`src/rtl/probador_pkg.sv`:
```
// Shared definitions for the equality-comparator prober: FSM state
// encoding and default operand width / settle time.
package probador_pkg;

    localparam int N_DEF      = 3;
    localparam int SETTLE_DEF = 2;

    typedef enum logic [1:0] {
        IDLE  = 2'd0,
        DRIVE = 2'd1,
        CHECK = 2'd2,
        FIN   = 2'd3
    } estado_t;

endpackage

```
`src/rtl/modelo_igual_ref.sv`:
```
// Reference model of the comparator under test: N-bit equality,
// purely combinational.
module modelo_igual_ref #(
    parameter int N = 3
) (
    input  logic [N-1:0] a,
    input  logic [N-1:0] b,
    output logic         igual
);

    // Golden equality result for the operands currently being driven.
    always_comb begin
        igual = (a == b);
    end

endmodule

```
`src/rtl/probador_igual.sv`:
```
// Exhaustive prober for an external N-bit equality comparator.
// Sweeps every (A, B) pair in ascending order, holds each pair for SETTLE
// cycles, then samples F_i and counts disagreements with the reference.
// Optional feature: PROBADOR_CAPTURA_FALLO_EN enables capture of the first
// failing operand pair; without it the fallo_* ports read as 0.
//
// state | meaning
// ------+----------------------------------------------------------
// IDLE  | waiting for start; results of the last sweep are held
// DRIVE | operands on A_o/B_o, waiting SETTLE cycles for F_i
// CHECK | sample F_i, compare with reference, advance or finish
// FIN   | one-cycle done pulse, then back to IDLE
module probador_igual
    import probador_pkg::*;
#(
    parameter int N      = N_DEF,
    parameter int SETTLE = SETTLE_DEF
) (
    input  logic             clk,
    input  logic             rst_n,
    input  logic             start,
    output logic [N-1:0]     A_o,
    output logic [N-1:0]     B_o,
    input  logic             F_i,
    output logic             busy,
    output logic             done,
    output logic [2*N:0]     errores,
    output logic             fallo_valido,
    output logic [N-1:0]     fallo_A,
    output logic [N-1:0]     fallo_B
);

    localparam int IW = 2 * N;
    localparam int EW = 2 * N + 1;
    localparam int CW = (SETTLE > 1) ? $clog2(SETTLE) : 1;
    localparam logic [CW-1:0] CNT_LOAD = CW'(SETTLE - 1);

    estado_t         estado;
    logic [IW-1:0]   indice;
    logic [CW-1:0]   cnt_settle;
    logic            esperado;
    logic            discrepancia;
    logic            arranque;

    // The index register is the operand source; A is the upper half so the
    // sweep order is A-major, B-minor.
    assign A_o = indice[IW-1:N];
    assign B_o = indice[N-1:0];

    modelo_igual_ref #(.N(N)) u_ref (
        .a     (A_o),
        .b     (B_o),
        .igual (esperado)
    );

    assign discrepancia = (estado == CHECK) && (F_i != esperado);
    assign arranque     = (estado == IDLE) && start;

    // Sweep sequencer: state, operand index, settle down-counter, status and
    // the saturating mismatch counter.
    always_ff @(posedge clk or negedge rst_n) begin
        if (!rst_n) begin
            estado     <= IDLE;
            indice     <= '0;
            cnt_settle <= '0;
            busy       <= 1'b0;
            done       <= 1'b0;
            errores    <= '0;
        end else begin
            case (estado)
                IDLE: begin
                    done <= 1'b0;
                    if (start) begin
                        indice     <= '0;
                        errores    <= '0;
                        busy       <= 1'b1;
                        cnt_settle <= CNT_LOAD;
                        estado     <= DRIVE;
                    end
                end
                DRIVE: begin
                    if (cnt_settle == '0) begin
                        estado <= CHECK;
                    end else begin
                        cnt_settle <= cnt_settle - 1'b1;
                    end
                end
                CHECK: begin
                    if (discrepancia && (errores != {EW{1'b1}})) begin
                        errores <= errores + EW'(1);
                    end
                    // Stopping at the all-ones index means the index never wraps.
                    if (indice != {IW{1'b1}}) begin
                        indice     <= indice + IW'(1);
                        cnt_settle <= CNT_LOAD;
                        estado     <= DRIVE;
                    end else begin
                        done   <= 1'b1;
                        estado <= FIN;
                    end
                end
                FIN: begin
                    done   <= 1'b0;
                    busy   <= 1'b0;
                    estado <= IDLE;
                end
                default: begin
                    estado <= IDLE;
                end
            endcase
        end
    end

`ifdef PROBADOR_CAPTURA_FALLO_EN
    // First-failure capture: cleared on a new sweep, latched once per sweep.
    always_ff @(posedge clk or negedge rst_n) begin
        if (!rst_n) begin
            fallo_valido <= 1'b0;
            fallo_A      <= '0;
            fallo_B      <= '0;
        end else if (arranque) begin
            fallo_valido <= 1'b0;
            fallo_A      <= '0;
            fallo_B      <= '0;
        end else if (discrepancia && !fallo_valido) begin
            fallo_valido <= 1'b1;
            fallo_A      <= A_o;
            fallo_B      <= B_o;
        end
    end
`else
    // Capture disabled: ports kept for a stable interface, tied low.
    always_comb begin
        fallo_valido = 1'b0;
        fallo_A      = '0;
        fallo_B      = '0;
    end

    logic sin_uso;
    assign sin_uso = arranque;
`endif

endmodule

```
`config.mk`:
```
export PLATFORM = sky130hd
export DESIGN_NAME = probador_igual
export DESIGN_NICKNAME = d
export VERILOG_FILES = /design/src/rtl/probador_pkg.sv /design/src/rtl/modelo_igual_ref.sv /design/src/rtl/probador_igual.sv
export SDC_FILE = /design/constraint.sdc
export NUM_CORES = 1
export LEC_CHECK = 0
export ABC_CLOCK_PERIOD_IN_PS = 4920
export BUFFER_PORTS_ARGS = -buffer_cell sky130_fd_sc_hd__buf_2
export CAP_MARGIN = 20
export CORE_MARGIN = 3
export CORE_UTILIZATION = 25
export CTS_BUF_LIST = sky130_fd_sc_hd__clkbuf_4
export DETAILED_ROUTE_END_ITERATION = 8
export PLACE_DENSITY_LB_ADDON = 0.3
export SLEW_MARGIN = 20
export SYNTH_ARGS = -nofsm -noshare
export SYNTH_HDL_FRONTEND = slang
export SYNTH_SLANG_ARGS = --single-unit
```
`constraint.sdc`:
```
create_clock -name clk -period 4.92 [get_ports clk]
set_clock_uncertainty 0.2 [all_clocks]
set_input_delay 1.23 -clock clk [delete_from_list [all_inputs] [get_ports clk]]
set_output_delay 1.23 -clock clk [all_outputs]
set_load 0.01 [all_outputs]
```
Word level (Yosys, flattened, before mapping)
Index checks and enable logic that the tools add are counted.
{ "totals": {"regBits": 18, "inputBits": 4, "out_inout_bits": 22, "word_cells": 52} }
{ "classes": {"addsub": 3, "n_eq_ne": 12, "muxes": 17, "n_reduce_logical": 14} }
{ "op_table": {"columns": ["cell", "n"], "rows": [
  ["7-bit 2-to-1 mux", 2],
  ["7-bit one-hot mux with 2 select lines", 1],
  ["6-bit 2-to-1 mux", 2],
  ["6-bit one-hot mux with 2 select lines", 1],
  ["3-bit AND reduction", 3],
  ["2-bit one-hot mux with 4 select lines", 1],
  ["7-bit by 1-bit adder with 7-bit output (second input constant)", 1],
  ["7-bit != test (second input constant)", 1],
  ["6-bit by 1-bit adder with 6-bit output (second input constant)", 1],
  ["2-bit 2-to-1 mux", 3],
  ["2-bit != test (second input constant)", 3],
  ["6-bit != test (second input constant)", 1],
  ["2-bit AND reduction", 3],
  ["2-bit nonzero test", 3],
  ["2-bit == test (second input constant)", 2],
  ["1-bit 2-to-1 mux", 4],
  ["2-bit by 1-bit != test with 1-bit output (second input constant)", 2],
  ["1-bit one-hot mux with 2 select lines", 2],
  ["3-bit == test", 1],
  ["1-bit one-hot mux with 3 select lines", 1],
  ["3-bit nonzero test", 1],
  ["2-bit by 1-bit == test with 1-bit output (second input constant)", 1],
  ["1-bit logical AND", 2],
  ["2-bit logical NOT", 1],
  ["3 further kinds", 3]
]} }

Logic depth before layout (Yosys ltp)
{ "logic_depth": {"depth_word": 6, "depth_mapped": 7, "mapped_depth_nobuf": 7} }

Hierarchy
A second synthesis with hierarchy kept.
{ "unflattened": {"cells_unflattened": 131, "hier_area_um2": 1179.9} }
{ "by_module_without_submodules": {"columns": ["mod", "n_inst", "cells_each", "area_per_inst_um2", "seq_area_each_um2"], "rows": [
  ["probador_igual", 1, 127, 1143.6, 450.4],
  ["modelo_igual_ref", 1, 4, 36.3, 0.0]
]} }

Least setup slack after synthesis
Ideal clock, no wire load.
{ "synth_timing": {"path_kind": "input-to-reg", "start": "in start", "end": "reg errores[3]", "setup_ns": 0.082, "arrival_time_ns": 2.094, "required_ns": 4.638, "slack_ns": 2.544, "cell_stages": 5, "n_path_buf": 0, "path_cell_list": "nand2b_4 > o21ai_2 > nor3_2 > a211o_2 > a31oi_1"} }
{ "synth_via": {"elab_chain_len": 2} }
{ "synth_rtl": {"columns": ["element", "line_no", "text"], "rows": [
  ["from (decl)", "probador_igual.sv:21", "input logic start,"],
  ["2-bit != test (no source line)", null, null],
  ["3-bit AND reduction (no source line)", null, null],
  ["to (signal assigned)", "probador_igual.sv:90", "errores <= errores + EW'(1);"],
  ["to (decl)", "probador_igual.sv:27", "output logic [2*N:0] errores,"]
]} }
No other way between the ends.
A chain may end at the register's enable or synchronous reset.

Worst setup path after layout
{ "layout_timing": {"start": "reg estado[0]", "end": "reg errores[5]"} }
{ "layout_via": {"elab_chain_len": 5, "elab_cells_between_ends": 9, "classes_between": "eq/ne: 3; mux: 1; reduce/logical: 5"} }
{ "layout_rtl": {"columns": ["element", "line_no", "text"], "rows": [
  ["from (decl)", "probador_igual.sv:38", "estado_t estado;"],
  ["from (signal assigned)", "probador_igual.sv:63", "estado <= IDLE;"],
  ["from (signal assigned)", "probador_igual.sv:78", "estado <= DRIVE;"],
  ["from (signal assigned)", "probador_igual.sv:83", "estado <= CHECK;"],
  ["2-bit == test", "probador_igual.sv:56, probador_igual.sv:70", null],
  ["1-bit logical AND", "probador_igual.sv:56", "assign discrepancia = (estado == CHECK) && (F_i != esperado);"],
  ["1-bit logical AND", "probador_igual.sv:89", "if (discrepancia && (errores != {EW{1'b1}})) begin"],
  ["2-bit by 1-bit != test with 1-bit output (no source line)", null, null],
  ["3-bit AND reduction (no source line)", null, null]
]} }
Parallel ways exist; a longest one is shown, timed or not.

==> results list <==
* Outcome: complete, no violations
- Summed over all layers, the global routing overflow is 0.
* Row cnt: 24
- Once detailed placement completed, the half-perimeter wirelength came to 1990 um.
* Required time at the endpoint of the critical path: 4.90 ns
* Number of buffers added to fix hold violations after cts: 0
- Portion of the post-synthesis area used by sequential elements: about 37%
- CP startpoint: estado[0]
* Dominant register cell in the synthesized netlist: sky130_fd_sc_hd__dfrtp_1
- Time the worst path needs with I/O delays and setup: around 2.4 ns
- For the pin with the worst max-slew slack, the measured transition is ~0.75 ns.
* Hold-critical path depth: 1
* Share of the synthesized area in the top cell type: between 30% and 40%
- Router iterations before antenna repair: 4
- The final hold violation count is 0.
- The average instance in the mapped netlist occupies 9.13 um^2.
* Clock share of power: 23.9%
* Class of the tightest hold or removal check: reg2reg
- In the final layout, the share of cells above drive strength 1 is around 21%.
- Register-to-register setup slack: approximately 2.5 ns
- Unrepaired setup endpoints after global routing: false
- Worst setup SP type: flip-flop
* CTS tree: yes
* Worst vdd rail ir drop: 0.0970 mV
- Placer congestion estimate: between 0.7 and 0.8
* DRC marker count from the first detailed-route iteration: 58
* Crit path max fanout: 19
- In this run the post-CTS setup repair buffer count came out at 0.
- Die extent in y: about 75 um
* Final cell area excluding filler cells: 0.00134 mm^2
* Routed wirelength normalized by instance count: 13.0 um
- Cell variety after synth: 38
- Global routing used 9.91% of the available tracks.
- Antenna-violating nets left: 0
- Fraction of power consumed by combinational cells: 19.4%
- The via count of the first global-routing pass is between 900 and 1,000.
- For the worst-skew pair, the clock arrives at the later sink with an insertion delay of 0.30 ns.
- Area of the die: 0.00569 mm^2
- Worst rel slew slack: between 40% and 50%
* Clock Pin Slew Worst Setup and Hold Paths: about 0.10 ns
* Final Total Pwr: ~330 uW
- The analysis attributes to net switching a power of 103 uW.
- The worst setup path is captured at a flip-flop.
* Placed Instances: 198
- Syn-to-layout area delta: 10.9%
* Critical hold path startpoint: errores[0]
- Final Slew Violations: 0
- Number of buffers inserted during clock tree synthesis: 3
- In this run the power density over the cells is 243 mW/mm^2.
* Worst setup path class: reg2reg
- In this run the number of H-tree levels came out at 1.
* IO buf count: 18
- Summed over all instances, the cell type with the most area after synthesis is sky130_fd_sc_hd__dfrtp_1.
* Cell area after synthesis: ~0.0012 mm^2
* Core area: 0.00450 mm^2
* Minimum hold slack: 0.321 ns
* Starting density of the core: 26.8%
* Number of enable-type register cells in the synthesized netlist: 0
- Placed Instance Area: 0.00131 mm^2
- Leading cell types by total area after synthesis: sky130_fd_sc_hd__dfrtp_1 37%, sky130_fd_sc_hd__ha_1 6.2%, sky130_fd_sc_hd__nand2_1 5.3%
- Number of register bits inferred by synthesis: 18
- Deepest clock path buffer count: 2
- Counting flops with an async set or reset pin after synthesis yields a share of 100%.
* Setup_tns: 0 ns
- Clk root buf: sky130_fd_sc_hd__clkbuf_4
- Number of diodes: 0
* Post-cts gate resize count: 0
- The worst register-to-register path ends at errores[5].
- Final setup violation count: 0
- Via-to-Cell Ratio: just under 5
- In this run the worst setup path terminates at errores[5].
* Internal power consumption: 222 uW
- Max-cap violations in this run came to 0.
* Switching part of the total power: 31.6%
- FF-to-FF Start: estado[0]
* Initial antenna violation count: 0
- Counting cells, the worst reg-to-reg path comes to 6.
* Final worst path period share: approximately half
- The floorplan step set the die width to 75.4 um.
- WP data arrival: 2.41 ns
- After technology mapping, the gate count stands at 132.
- Count of synthesis-stage warnings from yosys: 0
* Max Fclk: between 0.4 and 0.5 GHz
- After detailed routing, the number of remaining DRC violations is 0.
- Sequential cells burn 56.7% of the power.
- For this block, the via count after detailed routing is 992.
- In this run the count of I/O pins placed on the die edge is 26.
- Final cell count without fillers: 202
- Leaving out fill and tap cells, the most frequent cells in the layout are 18 x sky130_fd_sc_hd__dfrtp_1, 18 x sky130_fd_sc_hd__buf_2, 17 x sky130_fd_sc_hd__nand2_1.
* TritonCTS Sinks: 18
- Static Leakage: around 0.6 nW
* Routed WL: approximately 2600 um
- The final layout contains 161 nets.
- Wire length of the first global-routing pass: 4430 um
* Largest net degree at the start of global routing: 20
-- worst min path at each step --
stage                  to
4_1_cts        errores[0]
3_5_place_dp         done
2_1_floorplan   estado[1]
5_1_grt        errores[6]
6_report       errores[0]
3_3_place_gp         done
-- layer usage --
layer	wire length [um]	vias to the layer above	GRT usage, %
met5	0	-	0
met4	26	0	2.91
met3	87	2	2.51
met2	1250	17	15.5
met1	1260	477	13.5
li1	-	496	-
-- power by group through the flow --
stage	logic, mW	clock network (mW)	registers, mW
floorplan	0.0341	0	0.192
global placement	0.0644	0	0.188
detailed placement	0.0644	0	0.188
CTS	0.0645	0.0852	0.185
global route	0.0728	0.0899	0.189
finish	0.0631	0.0777	0.185
-- state kept, by name, indices dropped and copies added, names as in the netlist --
name        count
busy            1
cnt_settle      1
done            1
errores         7
estado          2
indice          6
-- cell usage after synthesis, types with 4 or more instances --
cell type / number
sky130_fd_sc_hd__nand2_1: 17
sky130_fd_sc_hd__inv_1: 6
sky130_fd_sc_hd__ha_1: 6
sky130_fd_sc_hd__nor2_1: 7
sky130_fd_sc_hd__dfrtp_1: 18
sky130_fd_sc_hd__o21ai_0: 8
sky130_fd_sc_hd__a31oi_1: 7
sky130_fd_sc_hd__buf_4: 7
sky130_fd_sc_hd__nand2b_1: 4
sky130_fd_sc_hd__nand3_1: 6
sky130_fd_sc_hd__a21oi_1: 7
-- through the flow --
step	util, %	setup slack (ns)
5_1_grt	29.7	2.34
6_report	29.7	2.49
2_1_floorplan	-	2.54
4_1_cts	29.7	2.44
3_5_place_dp	29.1	2.24
3_3_place_gp	29.1	2.31
-- layout make-up --
class                      count  area (um^2)
clock inverter                 1         3.75
tap                           52         65.1
inverter                       6         22.5
multi-input combinational    104          682
clock buffer                   3         22.5
fill                         496         3170
timing repair buffer          18         90.1
sequential                    18          450
-- critical path, stage by stage, from the launching register on --
cell and delay [ns]:
sky130_fd_sc_hd__dfrtp_1 0.44, sky130_fd_sc_hd__inv_1 0.10, sky130_fd_sc_hd__ha_1 0.65, sky130_fd_sc_hd__o21ai_2 0.25, sky130_fd_sc_hd__nor4b_1 0.34, sky130_fd_sc_hd__a211o_2 0.23, sky130_fd_sc_hd__a31oi_1 0.11
-- kinds of logic (layout without fill, tap and decap cells) --
kind of cell / Yosys count / in the layout / synth area share, %
other: 1 / 7 / 0.311
flip-flops: 18 / 18 / 37.4
XOR/XNOR: 5 / 5 / 3.64
AO/OA/AOI/OAI: 37 / 37 / 21.8
multiplexers: 4 / 4 / 3.63
adder cells (fa/ha/maj): 6 / 6 / 6.23
buffers and inverters: 16 / 28 / 7.89
AND/OR/NAND/NOR: 45 / 45 / 19.1
No activity file was read; power rests on OpenSTA's default activity.
